## src/rtl/program_loader.sv

```systemverilog
// -----------------------------------------------------------------------------
// program_loader
//
// Writer side of the processor's instruction/data RAM. Takes a byte stream
// (valid/ready), assembles big-endian words and writes them to consecutive
// RAM addresses starting at 0. Holds the processor in reset until a complete
// program has been stored.
//
// Frame: count word N, then N program words, then (optionally) a checksum
// word. Every word is sent high byte first.
//
// Optional feature: define LOADER_CHECKSUM_EN to add the checksum word
// (XOR of N and all program words). A mismatching checksum ends in ERR.
//
// Ports:
//   clk        system clock, rising edge
//   rst        asynchronous reset, active low
//   start      one-cycle request to begin a load (honoured in IDLE/DONE/ERR)
//   in_data    stream byte
//   in_valid   in_data valid
//   in_ready   loader accepts a byte this cycle
//   ram_we     RAM write enable, one-cycle pulse
//   ram_addr   RAM write address
//   ram_wdata  RAM write data
//   cpu_hold   processor held in reset while 1
//   load_done  program stored, processor released
//   load_err   load aborted
// -----------------------------------------------------------------------------
module program_loader #(
  parameter int ADDR_W = 6,
  parameter int DATA_W = 16
) (
  input  logic              clk,
  input  logic              rst,
  input  logic              start,
  input  logic [7:0]        in_data,
  input  logic              in_valid,
  output logic              in_ready,
  output logic              ram_we,
  output logic [ADDR_W-1:0] ram_addr,
  output logic [DATA_W-1:0] ram_wdata,
  output logic              cpu_hold,
  output logic              load_done,
  output logic              load_err
);

  localparam int DEPTH = 2 ** ADDR_W;
  localparam int CNT_W = ADDR_W + 1;
  localparam logic [DATA_W-1:0] DEPTH_W = DATA_W'(DEPTH);

  typedef enum logic [3:0] {
    IDLE,
    HDR_HI,
    HDR_LO,
    DAT_HI,
    DAT_LO,
`ifdef LOADER_CHECKSUM_EN
    CHK_HI,
    CHK_LO,
`endif
    FLUSH,
    DONE,
    ERR
  } state_e;

  state_e              state_q, state_d;
  logic [DATA_W-9:0]   hi_q, hi_d;
  logic [CNT_W-1:0]    n_q, n_d;
  logic [ADDR_W-1:0]   idx_q, idx_d;
  logic                ram_we_q, ram_we_d;
  logic [ADDR_W-1:0]   ram_addr_q, ram_addr_d;
  logic [DATA_W-1:0]   ram_wdata_q, ram_wdata_d;
  logic                in_ready_q, in_ready_d;
  logic                cpu_hold_q, cpu_hold_d;
  logic                load_done_q, load_done_d;
  logic                load_err_q, load_err_d;
`ifdef LOADER_CHECKSUM_EN
  logic [DATA_W-1:0]   acc_q, acc_d;
`endif

  logic              accept;
  logic [DATA_W-1:0] word;
  logic              begin_load;

  // in_ready_q mirrors the current state, so this is the real handshake.
  assign accept = in_valid && in_ready_q;
  assign word   = {hi_q, in_data};

  // ---------------------------------------------------------------------------
  // State and datapath registers
  // ---------------------------------------------------------------------------
  // NOTE: sequential state uses non-blocking assignments only, so every flop
  // samples the pre-edge value of its neighbours regardless of block order.
  always_ff @(posedge clk or negedge rst) begin
    if (!rst) begin
      state_q     <= IDLE;
      hi_q        <= '0;
      n_q         <= '0;
      idx_q       <= '0;
      ram_we_q    <= 1'b0;
      ram_addr_q  <= '0;
      ram_wdata_q <= '0;
      in_ready_q  <= 1'b0;
      cpu_hold_q  <= 1'b1;
      load_done_q <= 1'b0;
      load_err_q  <= 1'b0;
`ifdef LOADER_CHECKSUM_EN
      acc_q       <= '0;
`endif
    end else begin
      state_q     <= state_d;
      hi_q        <= hi_d;
      n_q         <= n_d;
      idx_q       <= idx_d;
      ram_we_q    <= ram_we_d;
      ram_addr_q  <= ram_addr_d;
      ram_wdata_q <= ram_wdata_d;
      in_ready_q  <= in_ready_d;
      cpu_hold_q  <= cpu_hold_d;
      load_done_q <= load_done_d;
      load_err_q  <= load_err_d;
`ifdef LOADER_CHECKSUM_EN
      acc_q       <= acc_d;
`endif
    end
  end

  // ---------------------------------------------------------------------------
  // Next-state and datapath logic
  // ---------------------------------------------------------------------------
  always_comb begin
    // NOTE: every signal gets a default before the case so that no path
    // leaves it unassigned, which would otherwise infer a latch.
    state_d     = state_q;
    hi_d        = hi_q;
    n_d         = n_q;
    idx_d       = idx_q;
    ram_we_d    = 1'b0;
    ram_addr_d  = ram_addr_q;
    ram_wdata_d = ram_wdata_q;
`ifdef LOADER_CHECKSUM_EN
    acc_d       = acc_q;
`endif
    begin_load  = 1'b0;

    unique case (state_q)
      IDLE, DONE, ERR: begin
        if (start) begin
          begin_load = 1'b1;
          state_d    = HDR_HI;
        end
      end
      HDR_HI: if (accept) begin
        hi_d    = in_data;
        state_d = HDR_LO;
      end
      HDR_LO: if (accept) begin
        if (word == '0 || word > DEPTH_W) begin
          state_d = ERR;
        end else begin
          n_d     = word[CNT_W-1:0];
          state_d = DAT_HI;
`ifdef LOADER_CHECKSUM_EN
          acc_d   = word;
`endif
        end
      end
      DAT_HI: if (accept) begin
        hi_d    = in_data;
        state_d = DAT_LO;
      end
      DAT_LO: if (accept) begin
        ram_we_d    = 1'b1;
        ram_addr_d  = idx_q;
        ram_wdata_d = word;
`ifdef LOADER_CHECKSUM_EN
        acc_d       = acc_q ^ word;
`endif
        if ({1'b0, idx_q} == n_q - CNT_W'(1)) begin
`ifdef LOADER_CHECKSUM_EN
          state_d = CHK_HI;
`else
          state_d = FLUSH;
`endif
        end else begin
          idx_d   = idx_q + ADDR_W'(1);
          state_d = DAT_HI;
        end
      end
`ifdef LOADER_CHECKSUM_EN
      CHK_HI: if (accept) begin
        hi_d    = in_data;
        state_d = CHK_LO;
      end
      CHK_LO: if (accept) begin
        state_d = (word == acc_q) ? FLUSH : ERR;
      end
`endif
      FLUSH:   state_d = DONE;
      default: state_d = IDLE;
    endcase

    // Restart clears the word counter, address and checksum accumulator.
    if (begin_load) begin
      idx_d      = '0;
      ram_addr_d = '0;
`ifdef LOADER_CHECKSUM_EN
      acc_d      = '0;
`endif
    end
  end

  // ---------------------------------------------------------------------------
  // Registered status outputs, derived from the upcoming state
  // ---------------------------------------------------------------------------
  always_comb begin
    in_ready_d = 1'b0;
    case (state_d)
`ifdef LOADER_CHECKSUM_EN
      CHK_HI, CHK_LO,
`endif
      HDR_HI, HDR_LO, DAT_HI, DAT_LO: in_ready_d = 1'b1;
      default:                        in_ready_d = 1'b0;
    endcase
    // Release only from the second DONE cycle: the final write is then two
    // cycles behind us, and leaving DONE re-asserts hold on the same edge.
    load_done_d = (state_q == DONE) && (state_d == DONE);
    cpu_hold_d  = !load_done_d;
    load_err_d  = (state_d == ERR);
  end

  assign in_ready  = in_ready_q;
  assign ram_we    = ram_we_q;
  assign ram_addr  = ram_addr_q;
  assign ram_wdata = ram_wdata_q;
  assign cpu_hold  = cpu_hold_q;
  assign load_done = load_done_q;
  assign load_err  = load_err_q;

endmodule

```

## config.mk

```make
export PLATFORM = sky130hd
export DESIGN_NAME = program_loader
export DESIGN_NICKNAME = d
export VERILOG_FILES = /design/src/rtl/program_loader.sv
export SDC_FILE = /design/constraint.sdc
export NUM_CORES = 1
export LEC_CHECK = 0
export BUFFER_PORTS_ARGS = -buffer_cell sky130_fd_sc_hd__clkbuf_2
export CAP_MARGIN = 0
export CELL_PAD_IN_SITES_DETAIL_PLACEMENT = 0
export CELL_PAD_IN_SITES_GLOBAL_PLACEMENT = 2
export CORE_UTILIZATION = 31
export CTS_BUF_LIST = sky130_fd_sc_hd__clkbuf_4 sky130_fd_sc_hd__clkbuf_8 sky130_fd_sc_hd__clkbuf_16
export DETAILED_ROUTE_END_ITERATION = 8
export PLACE_DENSITY = 0.71
export SETUP_SLACK_MARGIN = 0.5
export SLEW_MARGIN = 40
export SYNTH_ARGS = -nofsm -noshare
export SYNTH_HDL_FRONTEND = slang
export SYNTH_SLANG_ARGS = --single-unit
```

## constraint.sdc

```tcl
create_clock -name clk -period 2.1 [get_ports clk]
set_input_delay 0.42 -clock clk [delete_from_list [all_inputs] [get_ports clk]]
set_output_delay 0.42 -clock clk [all_outputs]
set_load 0.005 [all_outputs]
```

==> impl_results.md, run 1 <==
* Outcome: finished, violations left
* Failing checks: negative setup slack
* Worst-margin pin slew at 0.6144 ns
* Number of global-route vias before repair at 2,086
* Syn_nets at 266
* Most Crowded Layer GR: met2
* GRT met1 Usage at 0.2293
* Hold WC Path Type: in2async
* HPWL Detailed at 4364 um
* Fillers at 797
* Routability congestion estimate at 0.7589
* Max cap viols at 0
* Peak supply drop at 358.3 uV
* CTS tree: done
* CP max FO at 6
* Final period util at 1.020
* Startpoint Class: flip-flop
* DIE AREA at 8291 um2
* Crit path buf inv count at 1
* Fin crit period at 2.143 ns
* Sink Count at 52
* Final hold violation count at 0
* Overall routing resource usage at 0.1625
* Residual DRC at 0
* Synthesized instance count at 252
* Post-layout util at 0.4370
* Clock latency on the worst-skew pair at 0.31 ns
* Prevailing post-synth register cell: dfrtp_1
* Clk_skew at 0.01043 ns
* Syn avg cell area at 9.756 um2
* Pre-CTS setup slack at -0.1701 ns
* Max Clock Freq at 0.4667 GHz
* Share of layout cells above drive strength 1 at 0.4146
* Num rows at 32
* Worst EP arrival at 2.38 ns
* Initial DRC Count at 71
* ANT cells at 0
* Pins Over Slew Limit at 0
* Setup violators final at 1
* Final nets at 341
* 1st-pass router iterations at 6
* RSZ-0062 raised after global routing: yes
* Synth async-reset ratio at 1.000
* Crit-path max cell delay at 0.53 ns
* Slowest CP cell: or4_4
* Wire length of the first global-routing pass at 10,600 um
* CP delay by family, top: simple AND/OR/NAND/NOR gates
* Worst Path Required at 2.33 ns
* Max clock buf depth at 2
* Initial Utilization at 0.3198
* Worst-path cell chain: inv_4 -> ha_4 -> nor2_2 -> and4_4 -> or4_4 -> a31oi_4 -> nor2b_2 -> or4_1
* Post-synthesis sequential area ratio at 0.5298
* Initial antenna violation count at 0
* Largest net degree at the start of global routing at 25
* WL/cell at 13.98 um
* Pwr dens at 591.2 nW/um2
* FF+latch count, synth at 52
* Reg clk slew, reported paths at 0.10 ns
* Met2 GRT Util at 0.2532
* Die X at 91.06 um
* Unique cell type count in the Yosys netlist at 48
* DR vias at 2,062
* Post-Syn Area at 2459 um2
* IO Count at 39
* Relative max-transition margin at 0.5904
* Root Driver: clkbuf_8
* Post-synth EDFFs at 0
* Core area at 7687 um2
* Area grow syn2layout at 36.64%
* H-tree level count at 2
* Met3 Usage GRT at 0.03601
* Critical path endpoint category: flip-flop
* Leak at 1.646 nW
* Yosys warns at 0
* Port bufs at 38
* Total grt overflow at 0
* Chip height at 91.06 um
* Num CTS Buffers at 5
* Number of vias per cell at 4.795
* Routed WL at 6010 um
* Antenna Nets Post-Route at 0
* Setup ws final at -0.04271 ns
* Kind of critical path: reg2reg
[kinds of logic (layout without fill, tap and decap cells)]
family	count (synthesis)	after routing	share of synthesized area
fa+ha+maj	2	2	0.01018
flops	52	52	0.5298
simple gates	121	121	0.2377
buf+inv	20	96	0.03155
compound gates	33	33	0.09313
mux	15	15	0.06768
xor+xnor	8	8	0.02850
other cells	1	1	0.001525
[cell usage in the layout, fill, tap and decap left out, types with 3 or more instances in the layout]
cell type  instances
xnor2_1            4
clkbuf_2          37
nand3_1            6
dfrtp_1           50
a21oi_1            8
clkbuf_8           6
buf_4             36
nor3_2             3
o21ai_0            6
nand2_1           68
mux2_2            10
nor2_1             8
nor4_2             3
mux2_4             3
inv_1              6
and3_1             3
buf_6              3
[through the flow]
stage          hold WS (ns)  instance area, um2  power, mW  TNS (ns)  cells
2_1_floorplan        0.1244                2524      1.267   -0.2231    252
3_3_place_gp         0.4601                3030      1.377   -0.8773    413
3_5_place_dp         0.4613                3030      1.383    -1.169    413
4_1_cts              0.1299                3237      2.006   -0.1526    424
5_1_grt              0.1411                3359      2.111   -0.5634    430
6_report             0.1081                3359      1.986  -0.04271    430
[synth_stat cells, drive strengths merged, types with 3 or more instances]
cell	count	share of area
or4	3	0.011
mux2	13	0.060
nand3	8	0.016
clkbuf	9	0.014
dfrtp	51	0.52
a311oi	3	0.013
a21oi	11	0.022
nor2b	4	0.011
o21ai	8	0.016
buf	3	0.0056
nor4	4	0.010
and3	4	0.010
nand2	68	0.10
xnor2	6	0.021
nor3	5	0.012
inv	8	0.012
nor2	10	0.015
[layer usage]
layer / vias up / wire (um)
met4: 0 / 87
li1: 1003 / -
met2: 32 / 2734
met3: 7 / 199
met5: - / 0
met1: 1020 / 2989
[power breakdown]
part / internal, mW / leakage (nW) / switching, mW
combinational: 0.134 / 0.904 / 0.115
clock: 0.251 / 0.0490 / 0.336
sequential: 1.08 / 0.693 / 0.0732
total: 1.46 / 1.65 / 0.524
[cell type report]
| type | instances | area (um2) | share of cell area |
|---|---|---|---|
| clock buffer | 6 | 76.32 | 0.02272 |
| clock inverter | 2 | 13.76 | 0.004097 |
| inverter | 8 | 32.53 | 0.009683 |
| multi-input combinational | 180 | 1252 | 0.3728 |
| sequential | 52 | 1304 | 0.3881 |
| tap | 102 | 127.6 | 0.03799 |
| timing repair buffer | 80 | 553.0 | 0.1646 |
[state kept, by name (all words and copies together), names as in the netlist]
| register | count |
|---|---|
| n_q | 7 |
| ram_addr | 6 |
| cpu_hold | 1 |
| state_q | 4 |
| in_ready | 1 |
| hi_q | 8 |
| load_done | 1 |
| idx_q | 6 |
| ram_we | 1 |
| load_err | 1 |
| ram_wdata | 16 |
[repair_timing]
action,in CTS,in global routing
resized for setup,20,15
hold buffers,0,0
setup buffers,3,6
endpoints found under the setup margin,42,50
pin swaps,8,11
[path summary, 6_finish.rpt]
kind | slack (ns) | from | cells after the start | to
worst max-delay path | -0.04 | n_q[0]$_DFFE_PN0P_ | 8 | cpu_hold$_DFF_PN1_
worst min-delay path | 0.11 | rst | 1 | state_q[2]$_DFF_PN0_
worst max register to register | -0.04 | n_q[0]$_DFFE_PN0P_ | 8 | cpu_hold$_DFF_PN1_
worst min register to register | 0.48 | ram_wdata[0]$_DFFE_PN0P_ | 2 | ram_wdata[0]$_DFFE_PN0P_
max in group asynchronous | 1.34 | rst | 2 | n_q[2]$_DFFE_PN0P_
min in group clk | 0.36 | in_data[7] | 3 | ram_wdata[7]$_DFFE_PN0P_
(Power assumes the default switching activity.)
==> run 2, diff against run 1 <==
- ABC_AREA: unset -> 1
- CORE_UTILIZATION: 31 -> 30
==> impl_results.md, run 2 <==
* Max cap viols at 0
* DR vias at 2,164
* Fraction of the mapped netlist area in adder cells at 0.009592
* IO Count at 39
* H-tree level count at 2
* Commonest non-fill, non-tap cell in the layout: nand2_1
* Num rows at 33
* Share of layout cells above drive strength 1 at 0.3161
* Cell Int Power at 1.755 mW
* Synth cell count leaders: nand2_1, dfrtp_1, inv_1
* Clk_skew at 0.01063 ns
* Initial DRC Count at 97
* Sw power at 0.7958 mW
* Chip height at 95.25 um
* Wire length of the first global-routing pass at 10,730 um
* Number of global-route vias before repair at 2,175
* Startpoint Class: flip-flop
* Yosys warns at 0
* RSZ-0062 raised after global routing: yes
* Overall routing resource usage at 0.1547
* Hold Buf Count CTS at 0
* Pins Over Slew Limit at 0
* Top cell type's share of synthesized area at 0.4892
* Num CTS Buffers at 5
* Post-synthesis mux area share at 0.01247
* Setup violators final at 0
* Post-synth EDFFs at 0
* Worst-margin pin slew at 0.5678 ns
* Post-Syn Area at 2609 um2
* Routability congestion estimate at 0.7748
* Sw Share at 0.3120
* Peak supply drop at 417.6 uV
* Port bufs at 38
* RR Endpoint: idx_q[2]$_DFFE_PN0P_
* Die X at 95.25 um
* 1st-pass router iterations at 4
* Antenna Nets Post-Route at 0
* Post-synthesis sequential area ratio at 0.4993
* Hold WC Path Type: in2async
* Max clock buf depth at 2
* Final nets at 380
* Prevailing post-synth register cell: dfrtp_1
* Most common cell in the synthesized netlist: nand2_1
* Routed WL at 6285 um
* Pwr dens at 784.5 nW/um2
* Post-layout util at 0.3918
* Part of the power in the clock network at 0.293
* Kind of critical path: reg2reg
* Final period util at 0.8167
* FF+latch count, synth at 52
* Core area at 8299 um2
* Sink Count at 52
* DIE AREA at 9073 um2
* CP max FO at 5
* Initial Utilization at 0.3143
* Synth top area cells: dfrtp_1, nand2_1, o21ai_0
* Combinational power share at 0.223
* Largest net degree at the start of global routing at 36
* Worst reg-to-reg setup slack at 0.39 ns
* CTS tree: done
* Compound-Gate Fraction of Synth Area at 0.08825
* Residual DRC at 0
* WL/cell at 13.32 um
* Most frequent cells in the layout: nand2_1, dfrtp_1, clkbuf_2, inv_1, o21ai_0
* Critical path endpoint category: flip-flop
* Clock latency on the worst-skew pair at 0.30 ns
* Area grow syn2layout at 24.65%
* Initial antenna violation count at 0
* Synth async-reset ratio at 1.000
* Total grt overflow at 0
* RR Startpoint: n_q[1]$_DFFE_PN0P_
* Register area at 1304 um2
* Worst Path Required at 2.29 ns
* Synthesized instance count at 311
* Worst EP arrival at 1.91 ns
* Syn_nets at 325
* HPWL Detailed at 4741 um
* Syn avg cell area at 8.388 um2
* Number of vias per cell at 4.585
* Multi-input logic area at 1204 um2
* Outcome: finished clean
* Reg clk slew, reported paths at 0.10 ns
* Final hold violation count at 0
* ANT cells at 0
* XOR/XNOR Fraction of Synth Area at 0.01343
* Final setup TNS at 0 ns
* Root Driver: clkbuf_8
* R2R depth at 12
* Flip-flop count of the largest register, all copies and words added at 16
* Largest family of logic cells by synthesized area: simple AND/OR/NAND/NOR gates
* Leak at 1.691 nW
* Relative max-transition margin at 0.6214
* Max Clock Freq at 0.5831 GHz
* Unique cell type count in the Yosys netlist at 36
* Post-Synth Simple-Gate Area at 0.3022
* Fin crit period at 1.715 ns
* Largest area contributor in the netlist: dfrtp_1
* Seq pwr share at 0.485
* Fillers at 873
-- run 2: metal layers --
metal	wire (um)	global-route usage	vias up
met5	0	0	-
met3	145	0.02153	6
met4	68	0.04167	0
met1	3076	0.2107	1032
li1	-	-	1102
met2	2996	0.2560	24
-- run 2: critical path, cell delays in order, from the launching register on --
cell and delay, ns:
dfrtp_1 0.41, buf_4 0.15, nor2_4 0.09, nand3_2 0.13, nor2_4 0.14, xor2_2 0.17, nand3_2 0.15, nand2_4 0.13
inv_2 0.04, nand2_2 0.05, nand2_1 0.04, nand2_1 0.05, nor2_1 0.03
-- run 2: worst max path at each step --
stage	startpoint	endpoint	cells past startpoint
after floorplan	n_q[0]$_DFFE_PN0P_	idx_q[2]$_DFFE_PN0P_	15
after global placement	in_data[0]	in_ready$_DFF_PN0_	9
after detailed placement	in_data[0]	in_ready$_DFF_PN0_	9
after CTS	n_q[1]$_DFFE_PN0P_	in_ready$_DFF_PN0_	15
after global routing	n_q[1]$_DFFE_PN0P_	in_ready$_DFF_PN0_	14
final	n_q[1]$_DFFE_PN0P_	idx_q[2]$_DFFE_PN0P_	12
-- run 2: logic make-up after synthesis --
logic type | Yosys count
compound gates | 40
xor+xnor | 4
fa+ha+maj | 2
buf+inv | 48
flops | 52
mux | 3
other cells | 1
simple gates | 161
-- run 2: area by class of cell --
class | count | area share
tap | 105 | 0.04040
inverter | 42 | 0.04925
sequential | 52 | 0.4009
timing repair buffer | 54 | 0.1004
multi-input combinational | 211 | 0.3701
clock inverter | 1 | 0.009234
clock buffer | 7 | 0.02963
-- run 2: repair_timing --
action,in CTS,in global routing
pin swaps,8,4
hold endpoints to repair,0,0
gates cloned,0,0
setup endpoints to repair,21,24
resized for setup,8,16
setup buffers,5,2
-- run 2: power groups by stage --
stage,registers (mW),clock network [mW],logic [mW]
after global placement,1.25,0,0.541
after floorplan,1.22,0,0.366
after global routing,1.26,0.810,0.655
after detailed placement,1.25,0,0.537
after CTS,1.23,0.776,0.552
final,1.24,0.746,0.568
-- run 2: through the flow --
step | instances | cell area, um2 | power (mW) | hold WS (ns) | setup slack [ns]
global route | 472 | 3252 | 2.720 | 0.1305 | 0.1858
floorplan | 311 | 2621 | 1.589 | 0.1244 | 0.4944
CTS | 470 | 3177 | 2.556 | 0.1054 | 0.3511
finish | 472 | 3252 | 2.551 | 0.09297 | 0.3850
global placement | 457 | 2992 | 1.789 | 0.4379 | 0.2106
detailed placement | 457 | 2992 | 1.783 | 0.4390 | 0.2181
==> run 3, diff against run 2 <==
- CORE_UTILIZATION: 30 -> 33
- PLACE_DENSITY: 0.71 -> 0.75
- clock period: 2.1 -> 1.75 ns (I/O delays scaled with it)
==> impl_results.md, run 3 (synthesized netlist as in run 2, its figures left out) <==
* Initial Utilization at 0.3394
* Top Metal Used: met4
* Hold WS at 0.3912 ns
* WL/cell at 13.95 um
* Setup violators final at 0
* Clock latency on the worst-skew pair at 0.31 ns
* Part of the power in the clock network at 0.261
* Area grow syn2layout at 40.00%
* Final hold violation count at 0
* Leak at 1.840 nW
* Final nets at 405
* Overall routing resource usage at 0.1755
* ANT cells at 0
* Max clock buf depth at 2
* Final period util at 0.9796
* Port bufs at 38
* 1st-pass router iterations at 4
* Core area at 7687 um2
* Sw power at 1.108 mW
* Initial DRC Count at 59
* Flip-flop count of the largest register, all copies and words added at 16
* Cell count after placement at 463
* Worst-path cell chain: buf_4 -> nor2_4 -> nand3_2 -> nor2_4 -> xor2_1 -> nand3_2 -> nand2_4 -> nand3_4 -> nand2_2 -> inv_2 -> nor2_2
* Met1 Wirelength at 3250 um
* Sw Share at 0.3336
* Fin crit period at 1.714 ns
* Worst EP arrival at 1.96 ns
* Number of global-route vias before repair at 2,280
* Pwr dens at 909.5 nW/um2
* Worst hold path depth at 4
* Chip height at 90.91 um
* H-tree level count at 2
* Reg clk slew, reported paths at 0.10 ns
* DR vias at 2,298
* Crit-path max cell delay at 0.41 ns
* Largest net degree at the start of global routing at 26
* Num CTS Buffers at 5
* Most frequent cells in the layout: nand2_1, dfrtp_1, clkbuf_2, buf_4, inv_1
* Max Clock Freq at 0.5833 GHz
* CP max FO at 7
* R2R depth at 11
* Peak supply drop at 483.0 uV
* Root Driver: clkbuf_8
* Final Non-Filler Cells at 494
* Max cap viols at 0
* Commonest non-fill, non-tap cell in the layout: nand2_1
* HPWL Detailed at 4977 um
* RSZ-0062 raised after global routing: yes
* Num rows at 32
* Slowest CP cell: dfrtp_1
* Wire length of the first global-routing pass at 11,350 um
* Total grt overflow at 0
* Routed WL at 6891 um
* Worst Path Required at 2.00 ns
* Hold WC Path Type: in2reg
* Startpoint Class: flip-flop
* Share of layout cells above drive strength 1 at 0.4592
* Metal2 WL at 3370 um
* Routability congestion estimate at 0.7741
* Number of vias per cell at 4.652
* Critical path endpoint category: flip-flop
* Combinational power share at 0.282
* Die X at 90.91 um
* DR WL met3 at 184 um
* IO Count at 39
* Residual DRC at 0
* DIE AREA at 8265 um2
* Seq pwr share at 0.457
* Sink Count at 52
* Initial antenna violation count at 0
* Pins Over Slew Limit at 0
* Kind of critical path: reg2reg
* CTS tree: done
* Clk_skew at 0.007745 ns
* Outcome: finished clean
* Cell Int Power at 2.214 mW
* Final setup TNS at 0 ns
* Antenna Nets Post-Route at 0
==> run 3: worst max-delay path: cells and delay by family, from the launching register on <==
family | cells | cell delay (ns)
buffers and inverters | 2 | 0.19
XOR/XNOR | 1 | 0.18
AND/OR/NAND/NOR | 8 | 0.87
flip-flops | 1 | 0.41
==> run 3: final timing paths <==
check,from,to,slack (ns)
min reg2reg,ram_wdata[8]$_DFFE_PN0P_,ram_wdata[8]$_DFFE_PN0P_,0.50
min in group asynchronous,rst,idx_q[3]$_DFFE_PN0P_,0.49
max in group asynchronous,rst,cpu_hold$_DFF_PN1_,0.73
max reg2reg,n_q[1]$_DFFE_PN0P_,in_ready$_DFF_PN0_,0.04
min,in_data[2],n_q[2]$_DFFE_PN0P_,0.39
max,n_q[1]$_DFFE_PN0P_,in_ready$_DFF_PN0_,0.04
==> run 3: power by group through the flow <==
stage / clock (mW) / sequential, mW / combinational, mW
after floorplan: 0 / 1.47 / 0.461
after global placement: 0 / 1.49 / 0.708
after detailed placement: 0 / 1.49 / 0.709
after CTS: 0.897 / 1.47 / 0.756
after global routing: 0.933 / 1.54 / 1.05
final: 0.866 / 1.52 / 0.937
==> run 3: per-layer routing <==
| metal | global-route usage | vias to the layer above |
|---|---|---|
| met5 | 0 | - |
| met1 | 0.2303 | 1107 |
| li1 | - | 1156 |
| met4 | 0.04365 | 0 |
| met3 | 0.02694 | 8 |
| met2 | 0.3024 | 27 |
==> run 3: layout make-up <==
class                   instances  area (um2)
clock buffers                   5       68.82
fillers                       779        4035
flip-flops and latches         52        1308
clock inverters                 3       46.29
well taps                     102       127.6
multi-input cells             211        1346
inverters                      42       165.2
repair buffers                 79       590.6
==> run 3: timing repair <==
action / in CTS / in global routing
hold buffers: 1 / 0
gates resized for setup: 19 / 61
pin swaps: 11 / 17
endpoints found under the hold margin: 10 / 0
setup endpoints to repair: 43 / 52
gates cloned: 0 / 2
setup buffers: 10 / 10
==> run 3: metrics by stage <==
stage	util	setup slack [ns]	instance area (um2)	total power, mW
2_1_floorplan	-	0.1589	2694	1.935
3_3_place_gp	0.4046	-0.004491	3110	2.200
3_5_place_dp	0.4046	-0.02295	3110	2.201
4_1_cts	0.4398	-0.008505	3381	3.128
5_1_grt	0.4751	-0.1467	3652	3.521
6_report	0.4751	0.03566	3652	3.322
